==> config.mk <==
export PLATFORM = sky130hd
export DESIGN_NAME = imem_loader
export DESIGN_NICKNAME = d
export VERILOG_FILES = /design/src/rtl/imem_loader.sv
export SDC_FILE = /design/constraint.sdc
export NUM_CORES = 1
export LEC_CHECK = 0
export ABC_AREA = 1
export BUFFER_PORTS_ARGS = -buffer_cell sky130_fd_sc_hd__buf_2
export CAP_MARGIN = 40
export CORE_MARGIN = 8
export CORE_UTILIZATION = 45
export CTS_CLUSTER_SIZE = 28
export DETAILED_ROUTE_END_ITERATION = 8
export GPL_ROUTABILITY_DRIVEN = 1
export GPL_TIMING_DRIVEN = 0
export PLACE_DENSITY = 0.67
export SLEW_MARGIN = 20
export SYNTH_ARGS = -nofsm -noshare
export SYNTH_HDL_FRONTEND = slang
export SYNTH_SLANG_ARGS = --single-unit
==> constraint.sdc <==
create_clock -name clk_i -period 2.3 [get_ports clk_i]
set_clock_uncertainty 0.2 [all_clocks]
set_input_delay 0.575 -clock clk_i [delete_from_list [all_inputs] [get_ports clk_i]]
set_output_delay 0.575 -clock clk_i [all_outputs]
set_load 0.05 [all_outputs]
==> src/rtl/imem_loader.sv <==
`timescale 1ns/1ps
`default_nettype none
// ============================================================================
// Module   : imem_loader
// Brief    : Loads instruction memory from a big-endian byte stream and holds
//            the CPU in reset until a complete load has been written.
// Revision : 1.0 - initial release
// ============================================================================
module imem_loader #(
    parameter int ADDR_W = 5
) (
    input  logic              clk_i,
    input  logic              rst_i,
    input  logic              start_i,
    input  logic [ADDR_W:0]   len_i,
    input  logic              abort_i,
    input  logic              byte_valid_i,
    input  logic [7:0]        byte_i,
    output logic              byte_ready_o,
    output logic              mem_we_o,
    output logic [ADDR_W-1:0] mem_addr_o,
    output logic [31:0]       mem_data_o,
    output logic              cpu_rst_n_o,
    output logic              busy_o,
    output logic              done_o,
    output logic              err_o
);

    localparam logic [ADDR_W:0] c_DEPTH = {1'b1, {ADDR_W{1'b0}}};

    typedef enum logic [1:0] {
        S_IDLE  = 2'd0,
        S_RECV  = 2'd1,
        S_WRITE = 2'd2,
        S_DONE  = 2'd3
    } state_t;

    state_t            r_state;
    logic [ADDR_W:0]   r_len;
    logic [1:0]        r_byte_cnt;
    logic [ADDR_W-1:0] r_word_cnt;
    logic [31:0]       r_word;
    logic              r_loaded;
    logic              r_err;
    logic [ADDR_W-1:0] r_mem_addr;
    logic [31:0]       r_mem_data;

    logic              w_accept;
    logic              w_len_ok;
    logic              w_last;
    logic [31:0]       w_word_next;

    assign w_accept    = byte_valid_i && (r_state == S_RECV);
    assign w_len_ok    = (len_i != '0) && (len_i <= c_DEPTH);
    assign w_last      = ({1'b0, r_word_cnt} == (r_len - 1'b1));
    assign w_word_next = {r_word[23:0], byte_i};

    always_ff @(posedge clk_i) begin
        if (!rst_i) begin
            r_state    <= S_IDLE;
            r_len      <= '0;
            r_byte_cnt <= '0;
            r_word_cnt <= '0;
            r_word     <= '0;
            r_loaded   <= 1'b0;
            r_err      <= 1'b0;
            r_mem_addr <= '0;
            r_mem_data <= '0;
        end else begin
            r_err <= 1'b0;
            case (r_state)
                S_IDLE: begin
                    if (start_i) begin
                        if (w_len_ok) begin
                            r_len      <= len_i;
                            r_byte_cnt <= '0;
                            r_word_cnt <= '0;
                            r_word     <= '0;
                            r_loaded   <= 1'b0;
                            r_state    <= S_RECV;
                        end else begin
                            r_err <= 1'b1;
                        end
                    end
                end
                S_RECV: begin
                    // Abort takes priority over a byte offered in the same cycle.
                    if (abort_i) begin
                        r_word     <= '0;
                        r_byte_cnt <= '0;
                        r_err      <= 1'b1;
                        r_state    <= S_IDLE;
                    end else if (w_accept) begin
                        r_word     <= w_word_next;
                        r_byte_cnt <= r_byte_cnt + 2'd1;
                        if (r_byte_cnt == 2'd3) begin
                            r_mem_addr <= r_word_cnt;
                            r_mem_data <= w_word_next;
                            r_state    <= S_WRITE;
                        end
                    end
                end
                S_WRITE: begin
                    r_byte_cnt <= '0;
                    r_word     <= '0;
                    if (abort_i) begin
                        r_err   <= 1'b1;
                        r_state <= S_IDLE;
                    end else begin
                        r_word_cnt <= r_word_cnt + 1'b1;
                        r_state    <= w_last ? S_DONE : S_RECV;
                    end
                end
                S_DONE: begin
                    r_loaded <= 1'b1;
                    r_state  <= S_IDLE;
                end
                default: r_state <= S_IDLE;
            endcase
        end
    end

    // The write strobe is decoded from state; address/data registers hold between writes.
    assign byte_ready_o = (r_state == S_RECV);
    assign mem_we_o     = (r_state == S_WRITE);
    assign mem_addr_o   = r_mem_addr;
    assign mem_data_o   = r_mem_data;
    assign busy_o       = (r_state != S_IDLE);
    assign done_o       = (r_state == S_DONE);
    assign err_o        = r_err;
    assign cpu_rst_n_o  = r_loaded && (r_state == S_IDLE);

endmodule
`default_nettype wire
# Word level (Yosys, flattened, before mapping)
# Cells that the tools add are included.
# W data, S select, Z words.
totals:
  word_cells: 69
  ram_bits: 0
  latchBits: 0
  regBits: 78
  rom_bits: 0
  out_inout_bits: 43
  mem_count: 0
op_classes:
  n_div: 0
  order_cmp: 1
  n_reduce_logical: 16
  n_addsub: 3
  n_shift: 0
  multipliers: 0
  muxes: 29
  bitwise: 1
  eq_ne: 10
op_table:
  columns: ["operator", "n"]
  rows:
  - ["$mux W24", 4]
  - ["$pmux W24 S3", 1]
  - ["$mux W2", 11]
  - ["$reduce_and A4 Y1", 4]
  - ["$mux W5", 3]
  - ["$pmux W5 S2", 1]
  - ["$pmux W2 S4", 1]
  - ["$eq A2 B2 Y1 const B", 3]
  - ["$eq A5 B6 Y1", 1]
  - ["$le A6 B6 Y1 const B", 1]
  - ["$ne A2 B2 Y1 const B", 3]
  - ["$ne A3 B2 Y1 const B", 2]
  - ["$pmux W2 S3", 1]
  - ["$reduce_and A3 Y1", 2]
  - ["$reduce_bool A2 Y1", 3]
  - ["$reduce_bool A6 Y1", 1]
  - ["$sub A6 B1 Y6 const B", 1]
  - ["$add A5 B1 Y5 const B", 1]
  - ["$mux W1", 5]
  - ["$pmux W1 S2", 2]
  - ["$logic_and A1 B1 Y1", 3]
  - ["$reduce_bool A3 Y1", 1]
  - ["$add A2 B1 Y2 const B", 1]
  - ["$eq A2 B1 Y1 const B", 1]
  - ["3 further kinds", 3]

# Longest topological paths before layout
# Gate-level depths: netlist of run 1.
depth:
  word_depth: 5
  depth_mapped: 13
  ltp_nobuf: 13

# Worst setup path after synthesis of run 1
# Ideal clock, no wire load.
synth_path:
  path_type: "flip-flop to flip-flop"
  from: "reg r_state[0]"
  to: "reg r_word_cnt[1]"
  n_path_buf: 0
  arrival_time_ps: 1745
  path_stages_with_launch: 11
  setup_time_ps: 113
  required_time_ps: 1987
  slack_ps: 242
  cell_sequence: "dfxtp_1 inv_1 ha_1 inv_1 nor2_1 o21bai_2 nand2_1 clkinv_1 nand2_1 nand2_1 nor2_1"
synth_via:
  elab_chain_len: 3
synth_lines:
  columns: ["element", "line", "source"]
  rows:
  - ["from (decl)", "38", "state_t r_state;"]
  - ["from (signal assigned)", "111", "r_state <= w_last ? S_DONE : S_RECV;"]
  - ["$eq A2 B2 Y1 *", null, null]
  - ["named net mem_we_o", "20", "output logic mem_we_o,"]
  - ["$ne A2 B2 Y1 (no source line) or $reduce_bool A2 Y1 (tied branches)", null, null]
  - ["$reduce_and A4 Y1 (no source line)", null, null]
  - ["to (signal assigned)", "110", "r_word_cnt <= r_word_cnt + 1'b1;"]
  - ["to (decl)", "41", "logic [ADDR_W-1:0] r_word_cnt;"]
# The timed path passes the listed nets; every way through them passes the cells marked *.
# A chain may end at the register's enable or synchronous reset.

# Final worst setup path of run 1
layout_path:
  from: "reg r_state[0]"
  to: "out cpu_rst_n_o"
layout_via:
  elab_chain_len: 2
layout_lines:
  columns: ["element", "line", "source"]
  rows:
  - ["$logic_not A2 Y1", "131", "assign cpu_rst_n_o = r_loaded && (r_state == S_IDLE);"]
  - ["$logic_and A1 B1 Y1", "131", null]
  - ["to (decl)", "23", "output logic cpu_rst_n_o,"]
# No other way between the ends.

==> results of run 1 <==
-- metal layers --
layer | GRT usage | up-vias | part of all wire
met5 | 0 | - | 0
met4 | 0.0768 | 0 | 0.016
met3 | 0.0348 | 9 | 0.055
met2 | 0.264 | 62 | 0.44
met1 | 0.210 | 1392 | 0.49
li1 | - | 1606 | -
-- stage by stage --
step	worst slack, ns	hold slack, ns
floorplan	0.242	0.230
global placement	0.213	0.248
detailed placement	0.189	0.257
CTS	0.0311	0.269
global route	0.0182	0.291
finish	0.111	0.271
-- power breakdown --
part,internal [µW],switching (µW)
Clock,621,526
Combinational,270,481
Sequential,1450,43.1
-- what timing repair did --
item,in CTS,in global routing
hold endpoints to repair,0,0
pin swaps,0,0
setup endpoints to repair,2,2
resized for setup,1,2
-- sequential cells by signal, indices dropped and copies added, names as in the netlist, 2 cells and up --
| name | cells |
|---|---|
| r_word_cnt | 5 |
| r_state | 2 |
| r_len | 6 |
| r_word | 24 |
| mem_addr_o | 5 |
| r_byte_cnt | 2 |
| mem_data_o | 32 |
-- cell families after synthesis --
group                      Yosys count  synth area share
AOI/OAI and AO/OA                   97             0.178
buffers and inverters               80             0.103
xor gates and xnor gates             5            0.0127
and+or+nand+nor                    192             0.227
adders and majority gates            7            0.0254
DFF                                 78             0.453
-- critical path, stage by stage (launching register included) --
cell and delay (ns):
dfxtp_1 0.34, inv_1 0.14, ha_4 0.22, nand2_1 0.07, inv_1 0.05, buf_2 0.25
-- layout make-up --
| cell class | instances | area [µm²] | share of cell area |
|---|---|---|---|
| Buffer | 23 | 141 | 0.0344 |
| Clock buffer | 10 | 128 | 0.0310 |
| Clock inverter | 6 | 93.8 | 0.0228 |
| Inverter | 57 | 214 | 0.0520 |
| Multi-Input combinational cell | 301 | 1540 | 0.374 |
| Sequential cell | 78 | 1560 | 0.380 |
| Tap cell | 102 | 128 | 0.0310 |
| Timing Repair Buffer | 61 | 308 | 0.0748 |
-- cells in the final DEF, fill, tap and decap left out, drive strengths merged --
cell type,Yosys,final
a211oi,24,24
a21oi,21,21
buf,11,71
bufinv,0,2
clkbuf,12,23
clkinv,1,2
clkinvlp,0,1
dfxtp,78,78
ha,7,7
inv,56,58
nand2,71,71
nand3,14,14
nand3b,2,2
nand4,2,2
nor2,103,103
o211ai,3,3
o21ai,48,48
o21bai,1,1
xnor2,1,1
xor2,4,4
-- final timing paths --
check / startpoint / to / slack [ns] / depth (start not counted)
max: r_state[0]$_SDFFE_PN0P_ / cpu_rst_n_o / 0.11 / 5
min: r_word[20]$_SDFFE_PN0P_ / mem_data_o[28]$_SDFFE_PN0P_ / 0.27 / 2
max reg2reg: r_state[1]$_SDFFE_PN0P_ / r_word[18]$_SDFFE_PN0P_ / 0.21 / 8
min reg2reg: r_word[20]$_SDFFE_PN0P_ / mem_data_o[28]$_SDFFE_PN0P_ / 0.27 / 2
-- synth_stat cells, types with 2 or more instances --
cell type,number
o21ai_0,21
o21ai_2,11
ha_1,7
o211ai_1,2
dfxtp_1,78
inv_1,53
nand3_1,14
nand3b_1,2
o21ai_1,16
buf_8,3
clkbuf_1,12
buf_6,2
nand2_2,12
nand2_1,59
nor2_1,103
a211oi_1,24
nand4_1,2
a21oi_1,21
inv_2,3
buf_2,5
xor2_1,4
==> results.toml, run 1 <==
[run_status]
status = "completed"

[final_layout]
num-nets-final = 557
fin_area_um2 = 4110
final_core_util = 0.543
layout-drive-gt1-share = 0.215
syn2layout_area_growth_pct = 19.4
fin_cells = 638
antenna_cells = 0
fillerInstances = 722

[cts]
cts.sinks = 78
cts_tree = "yes"
cts_hold_buf = 0
clockRootBuffer = "clkbuf_8"
cts_buffer_depth = 2
clk_pin_slew_ns = 0.08
cts_inserted_buffers = 9
worstSkewPairLatency_ns = 0.35
htree_levels = 3
post-cts-setup-buffers = 0

[critical_path]
worstSetupStartpointType = "flip-flop"
arrival_ns = 1.41
crit_path_max_fanout = 7
end_kind = "output pin"
required_ns = 1.52
crit_type = "flip-flop to output pin"

[grt]
grt_overflow = 0
first_global_vias = 2953
grt_pass1_wl_um = 13800
grt_max_degree = 15
antenna_found_initial = 0
grt_use_total = 0.166

[placed_design]
hpwlAfterDp_um = 6270
dpl.cell_count = 622
dpl-instance-area_um2 = 3880
gp_congestion = 0.879
io_buffers = 61

[synth]
syn_nets = 485
synth_area_leaders = "dfxtp_1 (45%), nor2_1 (11%), nand2_1 (6.4%)"
synth_edf_count = 0
syn_area_um2 = 3440
synth_seq_cells = 78
ys_warn_count = 0
synth_top_area_share = 0.453
ys_seq_area_frac = 0.453
synth_top_cell_by_area = "dfxtp_1"
netlist_instances = 459
async_reset_ff_frac = 0
syn_area_per_cell_um2 = 7.50
synth_cell_types = 26
synth_top_flop_cell = "dfxtp_1"

[floorplanning]
chipWidth_um = 103
dieHeight_um = 103
ios = 62
die_area_um2 = 10700
start_util = 0.455
coreArea_um2 = 7570
fp-row-count = 32

[detailed_routing]
ant_nets = 0
vias = 3069
drc = 0
dr.pass1.iters = 4
via_per_inst = 4.81
wl_um = 8280
drt_iter0_markers = 107
wl_per_cell_um = 13.0

[timing]
final_max_slew_viol_count = 0
finalSetupViolCount = 0
fin_crit_sh = 0.952
fin_crit_ns = 2.19
max_slew.worst_pin.slew_ns = 0.511
hold_viol = 0
fin_setup_tns_ns = 0
slew_headroom = 0.659
rsz0062_at_grt = "no"
fmax_mhz = 457

[run]
drv_cap = 0

[pwr]
total_power_uw = 3390
power.density_nw_per_um2 = 825
p_leak_uw = 0.00192
vdd_drop_max_mv = 0.312

[min_path]
min_path_type = "flip-flop to flip-flop"
No activity file was read; power rests on OpenSTA's default activity.
==> run 2, diff against run 1 <==
BUFFER_PORTS_ARGS = unset   (was -buffer_cell sky130_fd_sc_hd__buf_2)
DONT_BUFFER_PORTS = 1   (was unset)
PLACE_DENSITY = unset   (was 0.67)
==> results.toml, run 2 (synthesized netlist as in run 1, its figures left out) <==
[detailed_routing]
vias = 2886
wl_um = 8430
drt_iter0_markers = 115
drc = 0
wl_per_cell_um = 14.7
via_per_inst = 5.02
ant_nets = 0
dr.pass1.iters = 5

[critical_path]
arrival_ns = 1.46
crit_type = "flip-flop to output pin"
end_kind = "output pin"
crit_path_max_fanout = 7
worstSetupStartpointType = "flip-flop"
required_ns = 1.52

[timing]
fin_setup_tns_ns = 0
finalSetupViolCount = 0
fin_crit_ns = 2.24
fmax_mhz = 447
hold_viol = 0
max_slew.worst_pin.slew_ns = 0.616
rsz0062_at_grt = "yes"
final_max_slew_viol_count = 0
fin_crit_sh = 0.973
slew_headroom = 0.589
fin_ws_ns = 0.0612

[cts]
cts.sinks = 78
post-cts-setup-buffers = 0
cts_inserted_buffers = 9
cts_buffer_depth = 2
cts_tree = "yes"
htree_levels = 3
clk_pin_slew_ns = 0.09
worstSkewPairLatency_ns = 0.35
clockRootBuffer = "clkbuf_8"

[placed_design]
gp_congestion = 0.795
pre_cts_slack_ns = -0.0758
hpwlAfterDp_um = 6370
dpl.cell_count = 561
io_buffers = 0

[pwr]
power.density_nw_per_um2 = 886
total_power_uw = 3370
vdd_drop_max_mv = 0.314
p_leak_uw = 0.00159

[grt]
grt_use_total = 0.162
grt_overflow = 0
antenna_found_initial = 0
first_global_vias = 2696
grt_pass1_wl_um = 13300
grt_max_degree = 14

[final_layout]
final_common_cell = "nor2_1"
num-nets-final = 495
antenna_cells = 0
final_core_util = 0.503
fillerInstances = 754
largest_register_ffs = 32
layout-drive-gt1-share = 0.129
final_cell_mix = "nor2_1 (103), dfxtp_1 (77), nand2_1 (59)"
syn2layout_area_growth_pct = 10.6
fin_cells = 575

[floorplanning]
die_area_um2 = 10700
fp-row-count = 32
chipWidth_um = 103
start_util = 0.455
dieHeight_um = 103
coreArea_um2 = 7570
ios = 62

[run_status]
status = "completed"

[min_path]
min_path_type = "input port to flip-flop"

[run]
drv_cap = 0
-- run 2: cell types whose count changed in the layout (fill, tap and decap cells not counted), moves of 2 or more --
cell and change:
clkbuf_2 +2, inv_6 -2, inv_1 -2, ha_1 -2, clkbuf_1 -3, buf_2 -60
clkinvlp_4 +3, ha_2 +3
-- run 2: what timing repair did --
item,CTS,global route
setup endpoints to repair,44,15
hold buffers,0,0
endpoints found under the hold margin,0,0
gates resized for setup,4,6
-- run 2: worst paths after layout --
path,start,cells past startpoint,slack (ns),to
setup / recovery,r_state[1]$_SDFFE_PN0P_,3,0.06,busy_o
hold / removal,rst_i,2,0.17,r_len[2]$_SDFFE_PN0P_
setup reg to reg,r_state[1]$_SDFFE_PN0P_,9,0.18,r_word_cnt[1]$_SDFFE_PN0P_
hold reg to reg,r_word[20]$_SDFFE_PN0P_,2,0.26,mem_data_o[28]$_SDFFE_PN0P_
-- run 2: worst max-delay path: stages, from the launching register on --
cell,delay [ns]
dfxtp_2,0.35
inv_1,0.09
ha_2,0.33
clkinvlp_4,0.34
-- run 2: area by class of cell --
cell class	count	area (µm²)	share of cell area
clock buffer	10	138	0.0361
inverter	57	221	0.0582
tap	102	128	0.0335
sequential	78	1560	0.410
clock inverter	5	83.8	0.0220
buffer	22	140	0.0368
multi-input combinational	301	1530	0.403
-- run 2: metal layers --
metal  wire length, µm  vias to the layer above  part of all wire  GRT usage
met5                 0                        -                 0          0
met4               108                        0             0.013     0.0701
met3               750                        9             0.089     0.0509
met2              3770                       86              0.45      0.246
met1              3810                     1313              0.45      0.207
li1                  -                     1478                 -          -
-- run 2: power breakdown --
part	internal, µW	switching, µW	total, µW	leakage (µW)
sequential	1450	60.7	1510	0.000635
clock	637	516	1150	0.000105
combinational	248	459	707	0.000854
-- run 2: metrics by stage --
step | instance area (µm²) | hold slack (ns)
after floorplan | 3440 | 0.230
after global placement | 3570 | 0.251
after detailed placement | 3570 | 0.260
after CTS | 3800 | 0.161
after global routing | 3810 | 0.163
final | 3810 | 0.171
==> run 3, diff against run 2 <==
GPL_TIMING_DRIVEN = unset   (was 0)
==> results.toml, run 3 (synthesized netlist as in run 1, its figures left out) <==
[run_status]
status = "completed"

[grt]
grt_max_degree = 42
gr-usage-met1 = 0.193
first_global_vias = 2583
grt_pass1_wl_um = 12400
grt_use_total = 0.150
grt_use_met3 = 0.0549
grt_overflow = 0
grt-busiest-layer = "met2"
antenna_found_initial = 0
grt_use_met2 = 0.222

[cts]
cts_inserted_buffers = 9
clk_pin_slew_ns = 0.08
htree_levels = 3
cts_buffer_depth = 2
cts_hold_buf = 0
cts_tree = "yes"
worstSkewPairLatency_ns = 0.35
cts.sinks = 78
clockRootBuffer = "clkbuf_8"

[placed_design]
dpl-instance-area_um2 = 3550
io_buffers = 0
hpwlAfterDp_um = 5480
gp_congestion = 0.794
pre_cts_slack_ns = 0.197

[detailed_routing]
drc = 0
drt_iter0_markers = 115
wl_per_cell_um = 13.5
wl_um = 7580
dr.pass1.iters = 4
vias = 2746
via_per_inst = 4.88
ant_nets = 0

[pwr]
power.density_nw_per_um2 = 849
vdd_drop_max_mv = 0.433
p_leak_uw = 0.00157

[timing]
fmax_mhz = 449
fin_ws_ns = 0.0731
final_max_slew_viol_count = 0
hold_viol = 0
slew_headroom = 0.570
finalSetupViolCount = 0
fin_setup_tns_ns = 0
fin_crit_ns = 2.23
max_slew.worst_pin.slew_ns = 0.645
rsz0062_at_grt = "no"
fin_crit_sh = 0.968

[critical_path]
worstPathCellList = "inv_1 > ha_4 > inv_1"
crit_path_max_fanout = 7
required_ns = 1.52
critical-path-top-cell-by-count = "inv_1"
end_kind = "output pin"
r2r-start = "r_state[0]$_SDFFE_PN0P_"
arrival_ns = 1.45
critPathSlowestCell = "inv_1"
worst_path_largest_cell_delay_ns = 0.39
worstSetupStartpointType = "flip-flop"
crit_buf_inv = 2
cp_top_family = "buffers and inverters"
crit_type = "flip-flop to output pin"
critPathLaunch = "r_state[0]$_SDFFE_PN0P_"

[final_layout]
fillerInstances = 777
largest_register_ffs = 32
seq_area_um2 = 1560
layout-drive-gt1-share = 0.115
multiInputGateArea_um2 = 1540
final_common_cell = "nor2_1"
num-nets-final = 482
antenna_cells = 0
final_cell_mix = "nor2_1 (103), dfxtp_1 (78), nand2_1 (59)"
fin_area_um2 = 3750
syn2layout_area_growth_pct = 9.01

[min_path]
hp-start = "rst_i"
min_path_type = "input port to flip-flop"

[floorplanning]
dieHeight_um = 103
ios = 62
die_area_um2 = 10700
start_util = 0.455
chipWidth_um = 103
coreArea_um2 = 7570
fp-row-count = 32

[run]
drv_cap = 0
-- run 3: cell type report --
cell class	instances	share of cell area
timing repair buffer	9	0.0313
sequential	78	0.416
inverter	57	0.0580
tap	102	0.0340
clock inverter	5	0.0157
multi-input combinational	301	0.410
clock buffer	11	0.0350
-- run 3: power by group --
part | switching (µW) | internal (µW)
clock network | 509 | 504
registers | 61.4 | 1450
logic | 428 | 232
-- run 3: routing by layer --
layer  up-vias  part of all wire
li1       1461                 -
met2        65              0.42
met3         6             0.082
met5         -                 0
met1      1214              0.49
met4         0            0.0083
-- run 3: what timing repair did --
action	4_1_cts	5_1_grt
resized for setup	2	1
endpoints found under the setup margin	2	2
buffers inserted	0	0
endpoints found under the hold margin	0	0
-- run 3: path summary, 6_finish.rpt --
kind / to / slack, ns / cells after the start
max: busy_o / 0.07 / 3
max reg2reg: r_word[21]$_SDFFE_PN0P_ / 0.24 / 7
min: r_word_cnt[1]$_SDFFE_PN0P_ / 0.15 / 2
min reg2reg: mem_data_o[31]$_SDFFE_PN0P_ / 0.25 / 2
-- run 3: worst reg2reg max path: cells and delay by family (launching register included) --
kind / cells / cell delay, ns
flip-flops: 1 / 0.38
adder cells (fa/ha/maj): 1 / 0.27
AND/OR/NAND/NOR: 2 / 0.12
buffers and inverters: 2 / 0.40
AO/OA/AOI/OAI: 2 / 0.58
-- run 3: through the flow --
step | hold WS, ns | utilization | cells | total power [µW]
floorplan | 0.230 | - | 459 | 2110
global placement | 0.247 | 0.469 | 547 | 2180
detailed placement | 0.243 | 0.469 | 547 | 2190
CTS | 0.128 | 0.495 | 563 | 3210
global route | 0.139 | 0.496 | 563 | 3380
finish | 0.148 | 0.496 | 563 | 3190
